<file path="src/rtl/sw_debounce_sync.sv">
// Purpose: synchronize and debounce raw slide switches, then decode the clean vector into mode select fields.
// Latency: a pin change reaches sw_clean DB_LIMIT+2 edges after it is set up; mode_chg follows one edge later.
// Backpressure: none; free-running conditioning path with no handshake, and downstream samples levels every cycle.
module sw_debounce_sync #(
    parameter int WIDTH    = 4,
    parameter int DB_LIMIT = 1000000,
    parameter int CNT_W    = 20
) (
    input  logic             clk,
    input  logic             rst_n,
    input  logic [WIDTH-1:0] sw_raw,
    output logic [WIDTH-1:0] sw_clean,
    output logic             mode_valid,
    output logic [1:0]       mode_code,
    output logic             mode_chg
);

    // Terminal count: a bit that has disagreed for this many cycles is accepted on the next edge.
    localparam logic [CNT_W-1:0] LIM_M1 = CNT_W'(DB_LIMIT - 1);

    logic [WIDTH-1:0] sync_s1;
    logic [WIDTH-1:0] sync_s2;
    logic [CNT_W-1:0] cnt [WIDTH];
    logic [WIDTH-1:0] prev_clean;

    logic [3:0]       low4;
    logic             upper_zero;
    logic             onehot_hit;
    logic [1:0]       onehot_idx;

    // Two-flop synchronizer; sw_raw is asynchronous to clk, so only sync_s2 feeds logic.
    always_ff @(posedge clk or negedge rst_n) begin
        if (!rst_n) begin
            sync_s1 <= '0;
            sync_s2 <= '0;
        end else begin
            sync_s1 <= sw_raw;
            sync_s2 <= sync_s1;
        end
    end

    // Per-bit stability counters; any cycle of agreement discards the partial count so bounce restarts the timer.
    always_ff @(posedge clk or negedge rst_n) begin
        if (!rst_n) begin
            sw_clean <= '0;
            for (int i = 0; i < WIDTH; i++) begin
                cnt[i] <= '0;
            end
        end else begin
            for (int i = 0; i < WIDTH; i++) begin
                if (sync_s2[i] == sw_clean[i]) begin
                    cnt[i] <= '0;
                end else if (cnt[i] == LIM_M1) begin
                    sw_clean[i] <= sync_s2[i];
                    cnt[i]      <= '0;
                end else begin
                    cnt[i] <= cnt[i] + CNT_W'(1);
                end
            end
        end
    end

    // Change detector: compares the clean vector with its one-cycle-old copy, giving a single pulse per update.
    always_ff @(posedge clk or negedge rst_n) begin
        if (!rst_n) begin
            prev_clean <= '0;
            mode_chg   <= 1'b0;
        end else begin
            prev_clean <= sw_clean;
            mode_chg   <= (prev_clean != sw_clean);
        end
    end

    assign low4 = sw_clean[3:0];

    // Extra switches beyond the four decoded ones must be off for the mode to count as valid.
    generate
        if (WIDTH > 4) begin : g_upper
            assign upper_zero = ~|sw_clean[WIDTH-1:4];
        end else begin : g_no_upper
            assign upper_zero = 1'b1;
        end
    endgenerate

    // One-hot decode of the low four clean bits into a valid flag and a 2-bit index.
    always_comb begin
        onehot_hit = 1'b0;
        onehot_idx = 2'd0;
        case (low4)
            4'b0001: begin onehot_hit = 1'b1; onehot_idx = 2'd0; end
            4'b0010: begin onehot_hit = 1'b1; onehot_idx = 2'd1; end
            4'b0100: begin onehot_hit = 1'b1; onehot_idx = 2'd2; end
            4'b1000: begin onehot_hit = 1'b1; onehot_idx = 2'd3; end
            default: begin onehot_hit = 1'b0; onehot_idx = 2'd0; end
        endcase
    end

    assign mode_valid = onehot_hit & upper_zero;
    assign mode_code  = mode_valid ? onehot_idx : 2'd0;

endmodule

</file>
<file path="config.mk">
export PLATFORM = sky130hd
export DESIGN_NAME = sw_debounce_sync
export DESIGN_NICKNAME = d
export VERILOG_FILES = /design/src/rtl/sw_debounce_sync.sv
export SDC_FILE = /design/constraint.sdc
export NUM_CORES = 1
export LEC_CHECK = 0
export BUFFER_PORTS_ARGS = -buffer_cell sky130_fd_sc_hd__buf_2
export CAP_MARGIN = 10
export CORE_ASPECT_RATIO = 0.8
export CORE_UTILIZATION = 50
export DETAILED_ROUTE_END_ITERATION = 12
export PLACE_DENSITY = 0.63
export SLEW_MARGIN = 40
export SYNTH_ARGS = -nofsm -noshare
export SYNTH_HDL_FRONTEND = slang
export SYNTH_SLANG_ARGS = --single-unit
</file>
<file path="constraint.sdc">
create_clock -name clk -period 2.55 [get_ports clk]
set_input_delay 0.51 -clock clk [delete_from_list [all_inputs] [get_ports clk]]
set_output_delay 0.51 -clock clk [all_outputs]
set_load 0.005 [all_outputs]
</file>
==> summary.txt <==
Drt
  • WL/cell: 14.1 um
  • Vias: 3265
  • Routed wire length: slightly above 8 mm
  • DRC: 0
  • DR pass1 iterations: 4
  • Initial DRC count: 125
  • Via-to-Cell Ratio: 5.52
  • Antenna Nets Post-Route: 0

Timing
  • Unrepaired setup endpoints after global routing: no
  • Minimum clock period after layout: 2050 ps
  • Worst setup margin: 503 ps
  • Final Hold Slack: around 150 ps
  • Max-slew headroom: 60.5%
  • Final setup vio count: 0
  • Final Slew Violations: 0
  • Worst-margin pin slew: 587 ps
  • Period utilisation layout: 80.3%
  • Fmax: between 0.4 and 0.5 GHz
  • Final count of hold timing violations: 0
  • Total negative setup slack: 0 ps
  • Final Skew: 4.84 ps

Synthesis
  • Commonest cells post-synth: 97 x dfrtp_1, 54 x nor2_1, 42 x xnor2_1, 24 x nand2_1, 21 x xor2_1
  • Asr flop ratio synth: 100%
  • EDFF count, synth: 0
  • Count leader, synth: dfrtp_1
  • Mapped Area: 4700 um2
  • Yosys cell types: 42
  • Synth warn: 0
  • Cells after synthesis: 450
  • Seq/Total Area, Yosys: 51.6%
  • Synth top area share: roughly half
  • Top cell type by total area after synthesis: dfrtp_1
  • Total nets after synthesis: 460
  • Synth area leaders: dfrtp_1 52%, xnor2_1 7.8%, nor2_1 4.3%
  • Yosys reg bits: 97
  • Ys flop type: dfrtp_1
  • Syn Area/Cell: 10.4 um2

Worst setup path
  • Capturing point of the worst reg2reg path: cnt[58]
  • Kind of critical path: flip-flop to primary output
  • R2r setup slk: around 600 ps
  • CP max FO: 8
  • Critical Path End Type: primary output
  • Critical Path AT: roughly 1500 ps
  • R2R depth: 5
  • Reg2reg start: cnt[40]
  • CP required: 2040 ps
  • CP startpoint kind: flip-flop

Placed design
  • Pre-CTS WS: about 600 ps
  • PortBufs: 13
  • Post-DP HPWL: approximately 5.6 mm
  • Routability cong.: 0.820

Cells and area
  • Register area: 2430 um2
  • Post-Route Utilization: 57.8%
  • Share of layout cells above drive strength 1: 14.5%
  • Area of the multi-input gates: ~2200 um2
  • Final-stage net count: 481
  • Diode count: 0
  • Area grow syn2layout: 11.5%
  • Filler cells: 803

Clock tree
  • CTS Buf Count: 9
  • CTS root buf: clkbuf_16
  • Post-CTS Setup Inserts: 0
  • Maximum clock path buffer count: 2
  • H-tree levels: 3
  • CTS tree: yes
  • Clk sinks: between 90 and 100
  • CTS Hold Buffers Added: 0
  • PostCTS Resize Cnt: 0
  • Clock slew at reported path FFs: 70 ps
  • Clk_lat worst skew: 340 ps

Floorplanning
  • Starting density of the core: 51.8%
  • Die Y: 88.7 um
  • Rows: 31
  • Core area: 9080 um2
  • Die X-Extent: between 100 and 150 um
  • Die footprint: 9800 um2
  • I/O pins: 14

Power and ir drop
  • Overall Power: approximately 3.1 mW
  • Pwr Density: approximately 600 nW/um2
  • VDD IR max: 0.496 mV
  • LEAKAGE: 2.14 nW

Global routing
  • Most used routing layer: met2
  • Number of global-route vias before repair: 3163
  • Initial antenna violation count: 0
  • GRT Residual Overflow: 0
  • GRT met3 Usage: between 5 and 6%
  • First-pass GRT wire length: roughly 15 mm
  • Routing usage on met2: 31.0%
  • Met1 Use GR: 25.7%
  • Largest net degree at the start of global routing: 57
  • Global Route Usage Sum: 19.0%

Outcome
  • Outcome: completed

Job
  • Max_cap viols: 0

Min path
  • HP Class: input port to asynchronous set/reset pin
==> flip-flops by register name, summed over array words and instances, names as in the netlist <==
register    flops
cnt            80
prev_clean      4
sw_clean        4
sync_s1         4
sync_s2         4
mode_chg        1
==> layout by cell type (no fill, tap or decap), types with 2 or more instances in the layout <==
cell type	instances
and3_1	7
xnor2_1	42
o31ai_4	3
and4_1	3
ha_1	4
buf_4	8
xor2_1	21
or2_2	2
or3_1	10
or4b_4	2
or4_1	9
nand3_1	19
nor4_1	15
mux2_2	4
nor4b_1	4
o21ai_0	11
clkbuf_16	9
nor3_1	16
nand3_2	2
nand4_2	2
buf_2	12
nor2_1	54
dfrtp_1	97
bufinv_16	2
a21oi_1	20
and2_1	5
nor2_2	10
clkinv_2	2
nand2_1	24
nand4_1	19
clkinv_4	2
o31ai_1	7
inv_1	16
==> cell families after synthesis <==
logic type | after synthesis | share of synthesized area, %
fa+ha+maj | 4 | 1.06
compound gates | 43 | 6.55
simple gates | 212 | 25.4
mux | 4 | 0.958
buf+inv | 27 | 2.61
flops | 97 | 51.6
xor+xnor | 63 | 11.7
==> layer usage <==
| metal | wire length, um | share of wire, % |
|---|---|---|
| met2 | 3750 | 45 |
| met3 | 249 | 3.0 |
| met4 | 76 | 0.91 |
| met5 | 0 | 0 |
| met1 | 4240 | 51 |
==> power breakdown <==
part,internal [mW],total [mW],switching (mW)
Sequential,1.56,1.58,0.0198
Combinational,0.0332,0.102,0.0690
Clock,0.859,1.44,0.579
Total,2.45,3.12,0.668
==> stage by stage <==
| stage | std cells | cell area [um2] |
|---|---|---|
| after detailed placement | 575 | 4920 |
| final | 591 | 5240 |
| after floorplan | 450 | 4700 |
| after global routing | 591 | 5240 |
| after CTS | 591 | 5240 |
| after global placement | 575 | 4920 |
==> layout make-up <==
class / instances / share of cell area (%)
Clock inverter: 7 / 1.81
Clock buffer: 9 / 4.30
Inverter: 16 / 1.15
Timing Repair Buffer: 21 / 2.67
Tap cell: 115 / 2.74
Multi-Input combinational cell: 326 / 41.0
Sequential cell: 97 / 46.3
==> worst max-delay path by stage <==
stage	start	cells past startpoint	slack [ps]	end
2_1_floorplan	cnt[20]	6	690	cnt[34]
3_3_place_gp	cnt[40]	5	660	cnt[58]
3_5_place_dp	cnt[40]	5	590	cnt[58]
4_1_cts	sw_clean[2]	5	410	mode_valid
5_1_grt	sw_clean[2]	5	320	mode_valid
6_report	sw_clean[2]	5	500	mode_valid
==> critical path, cell delays in order (launching register included) <==
cell and delay [ps]:
dfrtp_1 510, xnor2_1 210, nor2_1 100, a21oi_1 40
o21ai_0 190, buf_2 150
No activity file was read; power rests on OpenSTA's default activity.
